--- src/rtl/registered_channel_mux.sv ---
// N-to-1 channel multiplexer with a single output register, fixed-select or
// round-robin arbitration, and a running count of input transfers.
module registered_channel_mux #(
   parameter int unsigned WIDTH    = 32,
   parameter int unsigned CHANNELS = 4,
   parameter int unsigned SELW     = 2
) (
   input  logic                      clk,
   input  logic                      reset,
   input  logic                      mode,
   input  logic [SELW-1:0]           sel,
   input  logic [CHANNELS*WIDTH-1:0] in_data,
   input  logic [CHANNELS-1:0]       in_valid,
   output logic [CHANNELS-1:0]       in_ready,
   output logic [WIDTH-1:0]          out_data,
   output logic [SELW-1:0]           out_chan,
   output logic                      out_valid,
   input  logic                      out_ready,
   output logic [15:0]               xfer_count
);

   localparam int unsigned CNT_W = 16;

   logic [WIDTH-1:0]      out_data_q,  out_data_d;
   logic [SELW-1:0]       out_chan_q,  out_chan_d;
   logic                  out_valid_q, out_valid_d;
   logic [SELW-1:0]       ptr_q,       ptr_d;
   logic [CNT_W-1:0]      cnt_q,       cnt_d;

   logic                  load_ok_c;
   logic                  grant_vld_c;
   logic [SELW-1:0]       grant_c;
   logic                  rr_hit_c;
   logic [2*CHANNELS-1:0] rot_c;
   logic [WIDTH-1:0]      grant_data_c;
   logic                  xfer_c;

   assign load_ok_c = !out_valid_q || out_ready;

   // Rotating the doubled valid vector by ptr turns the wrap-around search into a lowest-bit search.
   always_comb begin
      grant_vld_c = 1'b0;
      grant_c     = '0;
      rr_hit_c    = 1'b0;
      rot_c       = {in_valid, in_valid} >> ptr_q;
      if (!mode) begin
         for (int unsigned k = 0; k < CHANNELS; k++) begin
            if (sel == SELW'(k) && in_valid[k]) begin
               grant_vld_c = 1'b1;
               grant_c     = SELW'(k);
            end
         end
      end else begin
         for (int unsigned i = 0; i < CHANNELS; i++) begin
            if (!rr_hit_c && rot_c[i]) begin
               rr_hit_c    = 1'b1;
               grant_vld_c = 1'b1;
               grant_c     = SELW'((32'(ptr_q) + i) % CHANNELS);
            end
         end
      end
   end

   // Ready goes only to the granted channel, and never while reset is held.
   always_comb begin
      in_ready     = '0;
      grant_data_c = '0;
      for (int unsigned k = 0; k < CHANNELS; k++) begin
         if (grant_c == SELW'(k)) begin
            in_ready[k]  = grant_vld_c && load_ok_c && !reset;
            grant_data_c = in_data[k*WIDTH +: WIDTH];
         end
      end
   end

   assign xfer_c = grant_vld_c && load_ok_c && !reset;

   always_comb begin
      out_data_d  = out_data_q;
      out_chan_d  = out_chan_q;
      out_valid_d = out_valid_q;
      ptr_d       = ptr_q;
      cnt_d       = cnt_q;
      if (xfer_c) begin
         out_data_d  = grant_data_c;
         out_chan_d  = grant_c;
         out_valid_d = 1'b1;
         ptr_d       = SELW'((32'(grant_c) + 32'd1) % CHANNELS);
         cnt_d       = cnt_q + CNT_W'(1);
      end else if (out_ready) begin
         out_valid_d = 1'b0;
      end
   end

   always_ff @(posedge clk or posedge reset) begin
      if (reset) begin
         out_data_q  <= '0;
         out_chan_q  <= '0;
         out_valid_q <= 1'b0;
         ptr_q       <= '0;
         cnt_q       <= '0;
      end else begin
         out_data_q  <= out_data_d;
         out_chan_q  <= out_chan_d;
         out_valid_q <= out_valid_d;
         ptr_q       <= ptr_d;
         cnt_q       <= cnt_d;
      end
   end

   assign out_data   = out_data_q;
   assign out_chan   = out_chan_q;
   assign out_valid  = out_valid_q;
   assign xfer_count = cnt_q;

endmodule

--- config.mk ---
export PLATFORM = sky130hd
export DESIGN_NAME = registered_channel_mux
export DESIGN_NICKNAME = d
export VERILOG_FILES = /design/src/rtl/registered_channel_mux.sv
export SDC_FILE = /design/constraint.sdc
export NUM_CORES = 1
export LEC_CHECK = 0
export ABC_AREA = 1
export CAP_MARGIN = 10
export CORE_ASPECT_RATIO = 1.2
export CORE_MARGIN = 10
export CORE_UTILIZATION = 36
export CTS_CLUSTER_DIAMETER = 40
export CTS_CLUSTER_SIZE = 28
export DETAILED_ROUTE_END_ITERATION = 10
export PLACE_DENSITY = 0.78
export SLEW_MARGIN = 20
export SYNTH_ARGS = -nofsm -noshare
export SYNTH_HDL_FRONTEND = slang
export SYNTH_SLANG_ARGS = --single-unit
--- constraint.sdc ---
create_clock -name clk -period 2.5 [get_ports clk]
set_input_delay 0.25 -clock clk [delete_from_list [all_inputs] [get_ports clk]]
set_output_delay 0.25 -clock clk [all_outputs]
set_load 0.005 [all_outputs]
== Word level (Yosys, flattened, before mapping) ==
Index checks and enable logic that the tools add are counted.
Storage, ports and cells
  input bits: 138
  output and inout port bits: 55
  register bits after elaboration: 53
Cells by class
  shift operators: 1
  reductions and logical operators: 18
  mux-type cells: 32
  add/sub/neg operators: 5
  eq/ne operators: 6
Operators with widths (count)
  32-bit 2-to-1 mux: 4
  1-bit 2-to-1 mux: 21
  16-bit by 1-bit adder with 16-bit output, second input constant: 1
  2-bit 2-to-1 mux: 7
  1-bit logical AND: 9
  2-bit == test, second input constant: 4
  8-bit by 2-bit >> shifter with 4-bit output: 1
  1-bit logical NOT: 5
  2-bit by 1-bit adder with 2-bit output, second input constant: 2
  2-bit adder, second input constant: 2
  2-bit by 1-bit == test with 1-bit output, second input constant: 2
  2-bit logical NOT: 2
  2-bit nonzero test: 1
  1-bit logical OR: 1

== Logic depth before layout (Yosys ltp) ==
Gate-level depths: netlist of the first run.
  depth in word-level cells: 20
  mapped depth: 22
  depth with buffers taken out: 19

== Worst setup path before layout of the first run ==
No wires, ideal clock.
  path kind: flip-flop to flip-flop
  start: register ptr_q[0]
  end: register out_data_q[30], in the netlist out_data[30]
  path buffers: 3
  clock period less this slack: 2472 ps
  setup slack: 28 ps
  data required time: 2376 ps
  arrival: 2348 ps
  stages on the path, launching flop included: 21
  cell sequence: dfrtp_1 > buf_4 > inv_2 > nand2_1 > nand2_1 > nand2_1 > nand2_2 > inv_1 > nand3b_1 > nand2_1 > nor2_1 > nand3_1 > nand2_1 > inv_1 > ha_1 > inv_1 > clkbuf_1 > clkbuf_1 > nand2_1 > o211ai_1 > nand2_1
Between the ends
  word-level cells in the longest chain between the ends: 20
  elaborated cells on any way between the ends: 35
Ends and longest elaborated chain
  start: declaration: line 27  | logic [SELW-1:0] ptr_q, ptr_d;
  start signal: assignment: line 106  | ptr_q <= ptr_d;
  8-bit by 2-bit >> shifter with 4-bit output: line 45  | rot_c = {in_valid, in_valid} >> ptr_q;
  1-bit 2-to-1 mux: line 55  | if (!rr_hit_c && rot_c[i]) begin
  1-bit 2-to-1 mux: line 46  | if (!mode) begin
  1-bit logical NOT: line 55
  1-bit logical AND: line 55
  1-bit 2-to-1 mux: line 55
  1-bit 2-to-1 mux: line 46
  1-bit logical NOT: line 55
  [... 3 more ...]
  1-bit logical NOT: line 55
  1-bit logical AND: line 55
  2-bit 2-to-1 mux *: line 55
  2-bit 2-to-1 mux *: line 46
  named net grant_c[1]: line 32  | logic [SELW-1:0] grant_c;
  2-bit logical NOT: line 69  | if (grant_c == SELW'(k)) begin
  32-bit 2-to-1 mux (3 in a row): line 69
  32-bit 2-to-1 mux *: line 69
  end signal: assignment: line 103  | out_data_q <= out_data_d;
  end: declaration: line 24  | logic [WIDTH-1:0] out_data_q, out_data_d;
The timed path passes the listed nets; every way through them passes the cells marked *. The select of a mux whose other input is x is not followed.
A chain may end at the register's enable or synchronous reset.

== Final worst setup path of the first run ==
  start: register ptr_q[0]
  end: output port in_ready[3]
Between the ends
  elaborated cells on any way between the ends: 29
RTL lines
  8-bit by 2-bit >> shifter with 4-bit output: line 45
  1-bit 2-to-1 mux: line 55
  1-bit 2-to-1 mux: line 46
  1-bit logical NOT: line 55
  1-bit logical AND: line 55
  1-bit 2-to-1 mux: line 55
  1-bit 2-to-1 mux: line 46
  1-bit logical NOT: line 55
  [... 2 more ...]
  1-bit 2-to-1 mux: line 46
  1-bit logical NOT: line 55
  1-bit logical AND: line 55
  2-bit 2-to-1 mux *: line 55
  2-bit 2-to-1 mux *: line 46
  named net grant_c[0]: line 32
  2-bit == test *: line 69
  1-bit 2-to-1 mux *: line 69
  end: declaration: line 14  | output logic [CHANNELS-1:0] in_ready,
Marks and branches as above.

==> run_results.csv, run 1 <==
group,metric,value,unit
run_status,outcome,"finished, violations left",
run_status,violations,"setup timing",
worst_setup_path,reg2regPathDepth,16,
place,io_buffers,192,
timing,min_period,2570,ps
hold_path,min_to,"out_data[1]$_DFFE_PP0P_",
timing,worst_clock_skew,9.05,ps
layout,stdcell_count,845,
floorplanning,fp.dieH,129,um
routing,wl,14800,um
clock_tree,clockBufferDepth,2,
worst_setup_path,worstPathMaxFanout,7,
routing,first_iter_violations,263,
routing,final_antenna_net_count,0,
yosys,netlist_instances,521,
yosys,synth-edff-count,0,
routing,routedWlPerCell,17.6,um
yosys,syn_nets,664,
power_and_ir_drop,power.leakage,0.00285,uW
yosys,postSynth.asyncResetShare,1.00,
power_and_ir_drop,power.total,6490,uW
worst_setup_path,cp.arrival,2320,ps
worst_setup_path,path_class,"reg -> out",
yosys,netlist_area,3590,sq um
floorplanning,ioPinCount,193,
floorplanning,die-area,14400,sq um
layout,nNetsFinal,864,
yosys,yosysMostFrequentCell,"nand2_1",
worst_setup_path,crit_required,2250,ps
global_routing,antenna_found_initial,0,
global_routing,grtUsageTotal,0.192,
yosys,yosys_most_used_dff,"dfrtp_1",
timing,finalSetupViolCount,10,
hold_path,whs_path_depth,2,
clock_tree,clock_sinks,53,
clock_tree,tritoncts,"done",
timing,fmax,0.389,GHz
worst_setup_path,crit_path_start,"ptr_q[0]$_DFFE_PP0P_",
clock_tree,cts_buffers,5,
clock_tree,cts-root-buf,"clkbuf_16",
worst_setup_path,endpoint_kind,"output port",
layout,postLayoutCoreUtil,0.642,
yosys,synth-seq-cells,53,
floorplanning,start_util,0.372,
clock_tree,clkTransAtPathRegs,70,ps
clock_tree,h-tree-depth,2,
timing,rsz0062_at_grt,"yes",
timing,slew_viol_final,0,
place,dpl.hpwl,11400,um
floorplanning,die_w,111,um
power_and_ir_drop,power_density,1050,nW/um^2
worst_setup_path,cp-start-kind,"flip-flop",
yosys,yosysSeqAreaShare,0.369,
hold_path,worstHoldStart,"out_data[1]$_DFFE_PP0P_",
place,place.gp.congestion,0.900,
yosys,synth.avg_cell_area,6.90,sq um
power_and_ir_drop,vdd_drop_max,0.445,mV
layout,syn2layout_area_growth,72.6,%
timing,max_slew_margin,0.550,
timing,fin_crit_sh,1.03,
worst_setup_path,worstReg2RegStart,"ptr_q[0]$_DFFE_PP0P_",
global_routing,grt_pass1_vias,4470,
timing,worst_slew_pin_slew,675,ps
routing,vias,4371,
timing,hold_viol,0,
yosys,synth.top_cells.by_area,"dfrtp_1 37%, nand2_1 20%, o211ai_1 6.9%",
floorplanning,rows,39,
place,dp_cells,827,
hold_path,min_path_type,"reg -> reg",
yosys,yosysWarnings,0,
yosys,ys_types,28,
yosys,synth_largest_area_cell,"dfrtp_1",
floorplanning,coreArea,9660,sq um
layout,layout-drive-gt1-share,0.159,
global_routing,grt-ovfl-total,0,
clock_tree,clk_latency,300,ps
global_routing,grt_pass1_wl,22700,um
place,place_ws,-412,ps
routing,drcViolationCount,0,
worst_setup_path,worstReg2RegEnd,"out_data[20]$_DFFE_PP0P_",
yosys,netlist_top_cells_count,"193 x nand2_1, 53 x dfrtp_1, 48 x nand3_1",
routing,first_pass_iters,5,
run,max_cap_viol_count,0,
layout,n_antenna_cell,0,
worst_setup_path,ff2ff_setup_slack,-60,ps
timing,layout_setup_ws,-69.8,ps
routing,via_per_inst,5.17,
global_routing,grt_start_max_net_pins,54,
yosys,synth_top_area_frac,0.369,
per-layer routing:
layer	vias to the layer above	share of wire	track usage
li1	2126	-	-
met1	2042	0.37	0.197
met2	176	0.52	0.346
met4	0	0.027	0.0727
met5	-	0	0
met3	27	0.085	0.0743
layout by cell type (no fill, tap or decap), types with 2 or more instances in the layout:
cell type        instances
nand3_1                 45
clkbuf_8                 2
clkbuf_16                5
xor2_1                   8
ha_4                     3
inv_1                   13
dfrtp_1                 51
buf_2                    4
buf_12                   3
dfrtp_2                  2
inv_2                    7
o21ai_0                 20
nor2_2                   2
inv_4                    5
nand4_1                  5
nand2_4                  4
nand2_1                184
a21oi_2                 18
a21oi_1                 13
nand2_2                  9
buf_8                    2
buf_4                   29
buf_6                    3
o21ai_1                 14
nor4_1                   3
clkdlybuf4s50_1        187
nand3_2                  6
ha_1                     2
o211ai_1                33
o21ai_2                  7
nor3_1                   3
xnor2_1                  7
nor2_1                  16
worst max path at each step:
stage,to,slack (ps),cells after the start
after floorplan,in_ready[3],30,18
after global placement,out_data[21]$_DFFE_PP0P_,-370,18
after detailed placement,out_data[21]$_DFFE_PP0P_,-410,19
after CTS,in_ready[1],-10,15
after global routing,in_ready[3],-230,12
final,in_ready[3],-70,12
flip-flops by register name, summed over array words and instances, names as in the netlist:
register and count:
out_data 32, xfer_count 16, out_chan 2, ptr_q 2, out_valid 1
where the power goes:
| group | total (uW) | internal (uW) | leakage (uW) | switching [uW] |
|---|---|---|---|---|
| clock | 751 | 430 | 0.0000805 | 320 |
| combinational | 4220 | 2040 | 0.00210 | 2170 |
| sequential | 1520 | 1210 | 0.000671 | 312 |
worst max-delay path, stage by stage (launching register included):
cell      delay [ps]
dfrtp_2          470
inv_4            120
nand2_1           90
nand3_1          120
nand2_2          110
o211ai_1         230
nand3_1          170
nand2_2          140
buf_4            130
ha_1             160
inv_2             50
nor2_1            90
buf_2            130
cell type report:
type                    instances  area, sq um
well taps                     123          154
flip-flops and latches         53         1330
multi-input cells             407         2210
inverters                      25          106
clock inverters                 1         8.76
fillers                       839         3460
repair buffers                229         2250
clock buffers                   7          153
stage by stage:
step	setup TNS, ps	instance area (sq um)	hold slack, ps
after floorplan	0	3590	346
after global placement	-7870	5720	464
after detailed placement	-10820	5720	465
after CTS	-24.7	6000	483
after global routing	-6130	6200	495
final	-220	6200	473
kinds of logic (layout without fill, tap and decap cells):
family                     Yosys count  after routing  synth area share
buffers and inverters               61            262            0.0717
AOI/OAI and AO/OA                  106            106             0.174
adders and majority gates            5              5            0.0174
xor gates and xnor gates            16             16            0.0390
and+or+nand+nor                    280            280             0.329
DFF                                 53             53             0.369
repair_timing:
item | CTS | global route
buffers inserted | 10 | 2
hold endpoints to repair | 0 | 0
hold buffers | 0 | 0
setup endpoints to repair | 36 | 37
resized for setup | 29 | 78
pin swaps | 2 | 16
gates cloned | 0 | 0
Power figures use the tool's default switching activity.
==> run 2, diff against run 1 <==
Settings changed: ABC_AREA 1 to 0, TNS_END_PERCENT from default to 20.
Clock period 2.5 ns to 2.3 ns, I/O delays scaled along.
==> run_results.csv, run 2 <==
group,metric,value,unit
worst_setup_path,reg2regPathDepth,11,
floorplanning,ioPinCount,193,
clock_tree,h-tree-depth,2,
clock_tree,cts_buffers,5,
floorplanning,fp.dieH,129,um
worst_setup_path,ff2ff_setup_slack,-70,ps
floorplanning,die-area,14200,sq um
layout,syn2layout_area_growth,78.7,%
worst_setup_path,cp.arrival,2160,ps
layout,layout-drive-gt1-share,0.241,
worst_setup_path,max_stage_delay,440,ps
run_status,outcome,"finished, violations left",
global_routing,gr-usage-met2,0.309,
timing,layout_setup_ws,-85.4,ps
worst_setup_path,cp-start-kind,"flip-flop",
timing,slew_viol_final,0,
power_and_ir_drop,power.leakage,0.00260,uW
global_routing,gr-usage-met1,0.171,
worst_setup_path,endpoint_kind,"output port",
yosys,synth.avg_cell_area,10.2,sq um
timing,min_period,2390,ps
global_routing,grt-ovfl-total,0,
timing,fmax,0.419,GHz
yosys,netlist_top_cells_count,"53 x dfrtp_1, 40 x nand2_1, 38 x nor2b_1",
routing,wl,13100,um
worst_setup_path,cp_common_cell,"o211ai_1",
yosys,ys_types,38,
layout,largest_register_ffs,32,
floorplanning,start_util,0.370,
global_routing,grt_pass1_vias,3872,
floorplanning,coreArea,9560,sq um
worst_setup_path,path_class,"reg -> out",
global_routing,antenna_found_initial,0,
yosys,netlist_instances,346,
worst_setup_path,crit_chain,"nand2b_4, a21oi_2, o211ai_1, o211ai_1, inv_1, ha_2, buf_4, and2_1, dlygate4sd2_1",
routing,routedWlPerCell,19.3,um
yosys,synth-edff-count,0,
place,io_buffers,192,
layout,most-common-layout-cells,"183 x clkdlybuf4s50_1, 51 x dfrtp_1, 40 x nand2_1",
worst_setup_path,worstPathMaxFanout,6,
run,max_cap_viol_count,0,
timing,finalSetupViolCount,34,
global_routing,use_met3,0.0725,
global_routing,grtUsageTotal,0.167,
clock_tree,hold_buffers,0,
yosys,synth_largest_area_cell,"dfrtp_1",
yosys,synth-seq-cells,53,
worst_setup_path,crit_required,2070,ps
yosys,synth_top_area_frac,0.375,
layout,nNetsFinal,697,
place,place_ws,-500,ps
clock_tree,clockBufferDepth,2,
power_and_ir_drop,power.total,5480,uW
place,place.gp.congestion,0.751,
yosys,yosys_most_used_dff,"dfrtp_1",
floorplanning,rows,39,
floorplanning,die_w,111,um
yosys,yosysMostFrequentCell,"dfrtp_1",
clock_tree,clkTransAtPathRegs,80,ps
yosys,postSynth.asyncResetShare,1.00,
clock_tree,cts-root-buf,"clkbuf_16",
routing,final_antenna_net_count,0,
clock_tree,clock_sinks,53,
worst_setup_path,slowest_stage,"dfrtp_2",
timing,worst_slew_pin_slew,500,ps
timing,timing.hold.ws,336,ps
power_and_ir_drop,vdd_drop_max,0.434,mV
global_routing,grt_start_max_net_pins,36,
timing,rsz0062_at_grt,"yes",
timing,max_slew_margin,0.666,
run_status,violations,"setup timing",
routing,first_pass_iters,4,
clock_tree,tritoncts,"done",
yosys,netlist_area,3540,sq um
timing,worst_clock_skew,11.2,ps
routing,drcViolationCount,0,
yosys,syn_nets,489,
layout,layout_commonest_cell,"clkdlybuf4s50_1",
hold_path,min_path_type,"in -> async",
clock_tree,clk_latency,290,ps
power_and_ir_drop,power_density,866,nW/um^2
timing,fin_crit_sh,1.04,
global_routing,top_usage_layer,"met2",
routing,vias,3573,
place,dpl.hpwl,10200,um
routing,via_per_inst,5.27,
yosys,synth.top_cells.by_area,"dfrtp_1 37%, mux2_4 14%, a221oi_1 7.7%",
timing,hold_viol,0,
layout,n_antenna_cell,0,
global_routing,grt_pass1_wl,19700,um
yosys,yosysSeqAreaShare,0.375,
routing,first_iter_violations,117,
yosys,yosysWarnings,0,
-- run 2: critical path: cells and delay by family, from the launching register on --
| family | cells | cell delay (ps) |
|---|---|---|
| adders and majority gates | 1 | 200 |
| DFF | 1 | 440 |
| and+or+nand+nor | 2 | 290 |
| buffers and inverters | 3 | 530 |
| AOI/OAI and AO/OA | 3 | 400 |
-- run 2: report_power, final --
| part | internal [uW] | switching, uW | leakage, uW |
|---|---|---|---|
| Sequential | 1290 | 274 | 0.000665 |
| Clock | 400 | 345 | 0.0000696 |
| Combinational | 1990 | 1170 | 0.00187 |
-- run 2: stage by stage --
step                      setup TNS [ps]  utilization  cells  area, sq um
after floorplan                     -762            -    346         3620
after CTS                          -1570        0.639    673         6110
after global routing               -5640        0.661    678         6330
after detailed placement          -16960        0.606    662         5800
after global placement            -15870        0.606    662         5800
final                              -1390        0.661    678         6330
-- run 2: kinds of logic after synthesis --
kind of cell,after synthesis,synth area share
and+or+nand+nor,124,0.185
AOI/OAI and AO/OA,76,0.169
DFF,53,0.375
muxes,40,0.169
buffers and inverters,33,0.0481
xor gates and xnor gates,15,0.0371
adders and majority gates,5,0.0177
-- run 2: layout make-up --
class / instances / area (sq um)
tap: 123 / 154
fill: 757 / 3240
timing repair buffer: 229 / 2310
multi-input combinational: 260 / 2370
clock inverter: 3 / 17.5
clock buffer: 5 / 125
sequential: 53 / 1330
inverter: 5 / 18.8
-- run 2: path summary, 6_finish.rpt --
check / from / endpoint
setup / recovery: ptr_q[1]$_DFFE_PP0P_ / in_ready[0]
hold / removal: reset / xfer_count[9]$_DFFE_PP0P_
setup reg to reg: ptr_q[1]$_DFFE_PP0P_ / out_data[10]$_DFFE_PP0P_
hold reg to reg: xfer_count[15]$_DFFE_PP0P_ / xfer_count[15]$_DFFE_PP0P_
max in group asynchronous: reset / out_data[21]$_DFFE_PP0P_
min in group clk: xfer_count[15]$_DFFE_PP0P_ / xfer_count[15]$_DFFE_PP0P_
-- run 2: routing by layer --
metal	vias to the layer above	part of all wire	routed length (um)
li1	1687	-	-
met1	1732	0.38	4950
met2	137	0.53	6930
met3	17	0.079	1040
met4	0	0.014	178
met5	-	0	0
-- run 2: timing repair --
item,CTS,global route
setup buffers,2,4
setup endpoints to repair,37,37
cloned,1,1
pin swaps,2,10
gates resized for setup,34,33
